==> config.mk <==
export PLATFORM = sky130hd
export DESIGN_NAME = control_unit
export DESIGN_NICKNAME = d
export VERILOG_FILES = /design/src/rtl/control_unit.sv
export SDC_FILE = /design/constraint.sdc
export NUM_CORES = 1
export LEC_CHECK = 0
export CORE_UTILIZATION = 30
export DETAILED_ROUTE_END_ITERATION = 8
export PLACE_DENSITY_LB_ADDON = 0.25
export SYNTH_ARGS = -nofsm -noshare
export SYNTH_HDL_FRONTEND = slang
export SYNTH_SLANG_ARGS = --single-unit
==> constraint.sdc <==
create_clock -name cu_clk -period 2.6 [get_ports cu_clk]
set_input_delay 0.26 -clock cu_clk [delete_from_list [all_inputs] [get_ports cu_clk]]
set_output_delay 0.26 -clock cu_clk [all_outputs]
set_load 0.05 [all_outputs]
==> src/rtl/control_unit.sv <==
// Multi-cycle RV instruction control FSM: IDLE -> DECODE -> EXECUTE -> MEMORY -> WRITEBACK.
// Optional feature: define CU_ADDI_EN to decode addi with R-type timing.
module control_unit #(
  parameter int unsigned WORDSIZE = 64
) (
  input  logic                cu_clk,
  input  logic                cu_rst,
  input  logic [31:0]         cu_instr,
  input  logic                cu_instr_valid,
  output logic                cu_instr_ready,
  output logic [4:0]          cu_rf_addr_a,
  output logic [4:0]          cu_rf_addr_b,
  output logic [4:0]          cu_rf_write_addr,
  output logic                cu_rf_write_en,
  output logic [WORDSIZE-1:0] cu_immediate,
  output logic                cu_mux_0_sel,
  output logic                cu_mux_1_sel,
  output logic                cu_mux_2_sel,
  output logic [2:0]          cu_alu_operation,
  output logic                cu_dm_write_en,
  output logic                cu_done,
  output logic                cu_illegal
);

  typedef enum logic [2:0] {StIdle, StDecode, StExecute, StMemory, StWriteback} state_e;
  typedef enum logic [1:0] {KindAlu, KindLoad, KindStore} kind_e;

  state_e r_state, w_state_next;
  kind_e  r_kind, w_kind;
  logic [31:0] r_instr;

  logic [6:0] w_opcode, w_funct7;
  logic [2:0] w_funct3;
  logic       w_is_load, w_is_store, w_is_rtype, w_is_addi, w_legal;
  logic [WORDSIZE-1:0] w_imm_i, w_imm_s;

  logic [4:0]          w_addr_a, w_addr_b, w_write_addr;
  logic [WORDSIZE-1:0] w_immediate;
  logic                w_mux_0, w_mux_1, w_mux_2;
  logic [2:0]          w_alu;
  logic                w_rf_we, w_dm_we, w_done, w_illegal;

  assign w_opcode = r_instr[6:0];
  assign w_funct3 = r_instr[14:12];
  assign w_funct7 = r_instr[31:25];
  assign w_imm_i  = {{(WORDSIZE-12){r_instr[31]}}, r_instr[31:20]};
  assign w_imm_s  = {{(WORDSIZE-12){r_instr[31]}}, r_instr[31:25], r_instr[11:7]};

  assign w_is_load  = (w_opcode == 7'b0000011) && (w_funct3 == 3'b010 || w_funct3 == 3'b011);
  assign w_is_store = (w_opcode == 7'b0100011) && (w_funct3 == 3'b010 || w_funct3 == 3'b011);
  assign w_is_rtype = (w_opcode == 7'b0110011) && (w_funct3 == 3'b000) &&
                      (w_funct7 == 7'b0000000 || w_funct7 == 7'b0100000);
`ifdef CU_ADDI_EN
  assign w_is_addi  = (w_opcode == 7'b0010011) && (w_funct3 == 3'b000);
`else
  assign w_is_addi  = 1'b0;
`endif
  assign w_legal = w_is_load | w_is_store | w_is_rtype | w_is_addi;

  always_comb begin
    w_kind       = KindAlu;
    w_addr_a     = '0;
    w_addr_b     = '0;
    w_write_addr = '0;
    w_immediate  = '0;
    w_mux_0      = 1'b0;
    w_mux_1      = 1'b0;
    w_mux_2      = 1'b0;
    w_alu        = 3'b000;
    if (w_is_load) begin
      w_kind       = KindLoad;
      w_addr_a     = r_instr[19:15];
      w_write_addr = r_instr[11:7];
      w_immediate  = w_imm_i;
      w_mux_2      = 1'b1;
    end else if (w_is_store) begin
      // Store data travels on port A, base address on port B.
      w_kind      = KindStore;
      w_addr_a    = r_instr[24:20];
      w_addr_b    = r_instr[19:15];
      w_immediate = w_imm_s;
      w_mux_0     = 1'b1;
    end else if (w_is_rtype) begin
      w_addr_a     = r_instr[19:15];
      w_addr_b     = r_instr[24:20];
      w_write_addr = r_instr[11:7];
      w_mux_1      = 1'b1;
      w_alu        = w_funct7[5] ? 3'b001 : 3'b000;
    end else if (w_is_addi) begin
      w_addr_a     = r_instr[19:15];
      w_write_addr = r_instr[11:7];
      w_immediate  = w_imm_i;
    end
  end

  always_comb begin
    w_state_next = r_state;
    w_rf_we      = 1'b0;
    w_dm_we      = 1'b0;
    w_done       = 1'b0;
    w_illegal    = 1'b0;
    unique case (r_state)
      StIdle:      if (cu_instr_valid) w_state_next = StDecode;
      StDecode: begin
        if (w_legal) begin
          w_state_next = StExecute;
        end else begin
          w_illegal    = 1'b1;
          w_state_next = StIdle;
        end
      end
      StExecute:   w_state_next = (r_kind == KindAlu) ? StWriteback : StMemory;
      StMemory: begin
        if (r_kind == KindStore) begin
          w_dm_we      = 1'b1;
          w_done       = 1'b1;
          w_state_next = StIdle;
        end else begin
          w_state_next = StWriteback;
        end
      end
      StWriteback: begin
        w_rf_we      = (cu_rf_write_addr != 5'd0);
        w_done       = 1'b1;
        w_state_next = StIdle;
      end
      default:     w_state_next = StIdle;
    endcase
    // A reset aborts the instruction, so nothing may be strobed in the reset cycle itself.
    if (cu_rst) begin
      w_rf_we   = 1'b0;
      w_dm_we   = 1'b0;
      w_done    = 1'b0;
      w_illegal = 1'b0;
    end
  end

  always_ff @(posedge cu_clk) begin
    if (cu_rst) r_state <= StIdle;
    else        r_state <= w_state_next;
  end

  always_ff @(posedge cu_clk) begin
    if (cu_rst) begin
      r_instr <= '0;
    end else if (r_state == StIdle && cu_instr_valid) begin
      r_instr <= cu_instr;
    end
  end

  always_ff @(posedge cu_clk) begin
    if (cu_rst) begin
      r_kind           <= KindAlu;
      cu_rf_addr_a     <= '0;
      cu_rf_addr_b     <= '0;
      cu_rf_write_addr <= '0;
      cu_immediate     <= '0;
      cu_mux_0_sel     <= 1'b0;
      cu_mux_1_sel     <= 1'b0;
      cu_mux_2_sel     <= 1'b0;
      cu_alu_operation <= '0;
    end else if (r_state == StDecode && w_legal) begin
      r_kind           <= w_kind;
      cu_rf_addr_a     <= w_addr_a;
      cu_rf_addr_b     <= w_addr_b;
      cu_rf_write_addr <= w_write_addr;
      cu_immediate     <= w_immediate;
      cu_mux_0_sel     <= w_mux_0;
      cu_mux_1_sel     <= w_mux_1;
      cu_mux_2_sel     <= w_mux_2;
      cu_alu_operation <= w_alu;
    end
  end

  assign cu_instr_ready = (r_state == StIdle);
  assign cu_rf_write_en = w_rf_we;
  assign cu_dm_write_en = w_dm_we;
  assign cu_done        = w_done;
  assign cu_illegal     = w_illegal;

endmodule

Word-level counts from Yosys, hierarchy flattened
Index checks and enable logic that the tools add are counted.

Equality and inequality tests: 12. Multiplexer cells: 38. Bitwise operators: 2. Reduce and logical (&&, ||, !) cells: 13.

Operators by type and width (number): two-way mux 64 bit (2); two-way mux 5 bit (9); == test 7 x 6 -> 1 bit (second input constant) (3); two-way mux 1 bit (19); == test 3 x 2 -> 1 bit (second input constant) (4); case mux 3 bit (4 select lines) (1); two-way mux 3 bit (3); == test 7 x 2 -> 1 bit (second input constant) (1); logical NOT 7 bit (1); logical AND 1 bit (6); logical NOT 3 bit (2); two-way mux 2 bit (3); nonzero test 5 bit (1); == test 3 x 1 -> 1 bit (second input constant) (1); == test 3 bit (second input constant) (1); == test 2 bit (second input constant) (1); logical NOT 2 bit (1); logical OR 1 bit (2); != test 2 bit (second input constant) (1); OR 1 bit (2); case mux 1 bit (2 select lines) (1).

Bits in registers: 122. Input bits: 35. Output and inout bits: 90. Word-level logic and storage cells: 76.

Logic depth before layout (Yosys ltp)
Word-level depth: 8. Mapped depth: 6. Gate-level depth less buffers: 4.

Worst setup path after synthesis
Ideal clock, no wire load.

Path type: reg-to-reg. Start: reg r_state[0]. End: reg r_instr[28]. Setup time: 0.070 ns. Arrival time: 2.388 ns. Data required time: 2.530 ns. Path slack: 0.142 ns. Stages on the path, launching flop included: 7. Path buffers: 2. Period minus slack after synthesis: 2.458 ns. Path through: dfxtp_1 nor3_1 and2_1 clkbuf_1 clkbuf_1 nand2_1 a21oi_1.

Longest elaborated chain between the ends: 2.

RTL lines: start, declared (line 28) `state_e r_state, w_state_next;`; start signal, assigned (line 139) `if (cu_rst) r_state <= StIdle;`; start signal, assigned (line 140) `else r_state <= w_state_next;`; logical NOT 3 bit; net cu_instr_ready (line 10) `output logic cu_instr_ready,`; logical AND 1 bit (line 146) `end else if (r_state == StIdle && cu_instr_valid) begin`; end signal, assigned (line 147) `r_instr <= cu_instr;`; end, declared (line 30) `logic [31:0] r_instr;`.

The timed path passes the listed nets, and every way through them passes these cells. A chain may end at the register's enable or synchronous reset.

Final worst setup path
Start: reg r_instr[5]. End: out cu_illegal.

Longest elaborated chain between the ends: 7. Elaborated cells between the ends (all ways): 12. Classes of those cells: eq/ne: 3; mux: 3; bitwise: 2; reduce/logical: 4.

RTL lines: == test 7 x 2 -> 1 bit (tied with other cells) (line 49) `assign w_is_load = (w_opcode == 7'b0000011) && (w_funct3 == 3'b010 || w_funct3 == 3'b011);`; logical AND 1 bit, on equally long branches (line 49, 50, 51); OR 1 bit / logical AND 1 bit (equally long branches) (line 58, 51); OR 1 bit (*) (line 58) `assign w_legal = w_is_load | w_is_store | w_is_rtype | w_is_addi;`; two-way mux 1 bit (*) (line 105) `if (w_legal) begin`; two-way mux 1 bit (*) (line 102) `unique case (r_state)`; two-way mux 1 bit (*) (line 130) `if (cu_rst) begin`; end, declared (line 22) `output logic cu_illegal`.

Every way passes the cells marked *; elsewhere a longest branch is shown, timed or not.

==> results.yml <==
power:
  p_leak_nw: 1.61
  power_frac_seq: 0.501
  finalPower_mw: 2.14
  p_int_mw: 1.59
  powerDensity_nw_per_um2: 509
  combPwrFrac: 0.097
  power.switching_mw: 0.552
  power.clock.fraction: 0.402
  swShare: 0.258
  ir_drop_v: 0.000340
setup_path:
  arrival_ns: 2.08
  rr_endpoint: "cu_immediate[8]$_SDFFE_PP0P_"
  crit_chain: "nand2_1 -> nor3_2 -> buf_4 -> and2_1 -> nor3_1 -> buf_4"
  required_ns: 2.34
  cp_num_buf_inv: 2
  crit_path_max_fanout: 13
  max_stage_delay_ns: 0.65
  path_common_cell: "buf_4"
  r2r_start: "r_instr[5]$_SDFFE_PP0P_"
  critPathSlowestCell: "dfxtp_1"
  reg2regPathDepth: 4
  start_kind: "register"
  path_class: "register to primary output"
  crit_path_end_kind: "primary output"
  r2r_slack_ns: 0.53
  crit_family: "simple AND/OR/NAND/NOR gates"
synthesis:
  ys_warn_count: 0
  syn_inst: 364
  synth-edff-count: 0
  synth_area_sq_um: 3140
  synth_seq_area_share: 0.421
  ys.flop_type: "dfxtp_1"
  synthDistinctLibCells: 48
  ys_ff_latch: 66
  syn_area_per_cell_sq_um: 8.63
  async_flop_share: 0
route:
  ant_nets: 0
  drt_iter0_markers: 210
  vias: 2697
  routed_wl_um: 7780
  drc_errors: 0
  via_per_inst: 4.72
  first_pass_iters: 4
  wl_per_cell_um: 13.6
cts:
  clkLatencyLatePin_ns: 0.33
  postCtsHoldBufs: 0
  cts_tree: "yes"
  cts_made_buffers: 9
  clkSlewWorstSetupHoldPaths_ns: 0.08
  htreeDepth: 3
  clockRootBuffer: "clkbuf_8"
  cts_resized: 0
  clock_sinks: 66
  clk_path_buf_depth: 2
  cts_setup_buffers: 0
sta:
  fin_crit_ns: 2.34
  final_max_slew_viol_count: 0
  fin_tns_setup_ns: 0
  finalSetupViolCount: 0
  hold_violations: 0
  fmax_mhz: 428
  hold_slack_ns: 0.277
  finalWorstSetupSlack_ns: 0.261
  worst_slew_pin_slew_ns: 0.688
  skew_ns: 0.00786
  relSlewSlack: 0.541
  rsz0062_at_grt: "no"
  fin_crit_sh: 0.900
place:
  preCtsSetupSlack_ns: 0.556
  hpwl_um: 5900
  port_buffers: 122
  gp_congestion: 0.802
hold_path:
  min_from: "cu_rst"
  whs_path_depth: 4
  holdPathEnd: "r_state[1]$_SDFFE_PP0P_"
  min_path_type: "input pin to register"
layout:
  nets: 469
  post-route-util: 0.422
  final-seq-area_sq_um: 1320
  n_fill_cell: 988
  multi_input_area_sq_um: 1330
  area_growth_pct: 33.7
  drive_above_1_share: 0.223
  diodes: 0
floorplanning:
  ios: 125
  fp.dieW_um: 104
  dieArea_sq_um: 10900
  initial_utilization: 0.316
  die_y_um: 104
  row_count: 36
  core_sq_um: 9950
global_routing:
  antenna_found_initial: 0
  first_global_vias: 2384
  grt_pass1_wl_um: 12200
  grt_max_degree: 54
  grt_remaining_overflow: 0
  grt.total_usage: 0.139
run:
  drv_cap: 0
run_status:
  run_status: "completed"
cell families (layout without fill, tap and decap cells):
group	count (synthesis)	in the layout	synth area share
AO/OA/AOI/OAI	91	91	0.192
other	1	2	0.00119
buffers and inverters	75	149	0.157
AND/OR/NAND/NOR	121	121	0.195
flip-flops	66	66	0.421
multiplexers	10	10	0.0339
state kept, by name, indices dropped and copies added (netlist names):
signal            cells
r_instr              32
cu_immediate         12
cu_rf_addr_a          5
cu_rf_addr_b          5
cu_rf_write_addr      5
r_state               3
cu_alu_operation      1
cu_mux_0_sel          1
cu_mux_1_sel          1
r_kind                1
power groups by stage:
stage          logic (mW)  clock network, mW  registers [mW]
5_1_grt             0.229              0.940            1.07
4_1_cts             0.210              0.887            1.07
6_report            0.208              0.860            1.07
3_3_place_gp        0.208                  0            1.09
2_1_floorplan       0.131                  0            1.08
3_5_place_dp        0.210                  0            1.09
cell type report:
class | instances | share of cell area
clock inverters | 7 | 0.0188
well taps | 133 | 0.0396
repair buffers | 132 | 0.280
multi-input cells | 224 | 0.317
flip-flops and latches | 66 | 0.314
inverters | 1 | 0.000893
clock buffers | 9 | 0.0295
how the worst max path moves through the flow:
| stage | startpoint | end | slack (ns) | depth (start not counted) |
|---|---|---|---|---|
| 2_1_floorplan | r_state[0]$_SDFFE_PP0P_ | r_instr[28]$_SDFFE_PP0P_ | 0.14 | 6 |
| 3_3_place_gp | r_instr[5]$_SDFFE_PP0P_ | cu_immediate[62]$_SDFFE_PP0P_ | 0.63 | 4 |
| 3_5_place_dp | r_instr[5]$_SDFFE_PP0P_ | cu_immediate[10]$_SDFFE_PP0P_ | 0.56 | 4 |
| 4_1_cts | r_instr[5]$_SDFFE_PP0P_ | cu_illegal | 0.27 | 6 |
| 5_1_grt | r_instr[5]$_SDFFE_PP0P_ | cu_illegal | 0.13 | 6 |
| 6_report | r_instr[5]$_SDFFE_PP0P_ | cu_illegal | 0.26 | 6 |
tightest hold or removal path: stages:
cell and delay, ns:
buf_2 0.12, nor2_1 0.07, o41ai_1 0.06, a21oi_1 0.04
cell usage after synthesis (2+ instances only):
master / count / area (sq um)
a211oi_1: 6 / 45.0
nor2b_1: 2 / 12.5
clkbuf_1: 17 / 63.8
a31oi_1: 2 / 12.5
nor2_1: 6 / 22.5
mux2_2: 5 / 56.3
a22oi_1: 10 / 75.1
nand4_1: 6 / 37.5
or4_4: 2 / 22.5
nand4b_1: 5 / 43.8
nor3_1: 4 / 20.0
a21oi_1: 46 / 230
nand2b_1: 9 / 56.3
buf_4: 54 / 405
mux2i_1: 5 / 50.1
nor4_1: 2 / 12.5
dfxtp_1: 66 / 1320
and2_1: 4 / 25.0
o21ai_0: 7 / 35.0
a22o_1: 8 / 70.1
nand2_1: 67 / 251
o2bb2ai_1: 5 / 43.8
routing by layer:
layer | wire length, um | vias to the layer above | global-route usage | part of all wire
li1 | - | 1364 | - | -
met3 | 549 | 2 | 0.0363 | 0.071
met2 | 3470 | 109 | 0.216 | 0.45
met5 | 0 | - | 0 | 0
met4 | 25 | 0 | 0.0296 | 0.0032
met1 | 3730 | 1222 | 0.193 | 0.48
per-stage QoR:
step	cell area (sq um)	cells
floorplan	3150	365
global route	4200	572
detailed placement	4000	556
finish	4200	572
CTS	4200	572
global placement	4000	556
cell usage in the layout, fill, tap and decap left out, drive strengths merged, types with 2 or more instances in the layout:
cell type       n
a22oi          10
nor2b           2
nand2b          9
nor3            5
conb            2
and2            5
dfxtp          66
inv             2
clkdlybuf4s50  65
clkinv          3
nand2          68
nand4           6
clkinvlp        2
o21ai           7
clkbuf          9
mux2i           5
or4             3
o2bb2ai         5
a21oi          47
a31oi           2
a211oi          6
a22o            8
nand4b          5
mux2            5
nor2            6
nor4            2
buf            67
(Power assumes the default switching activity.)
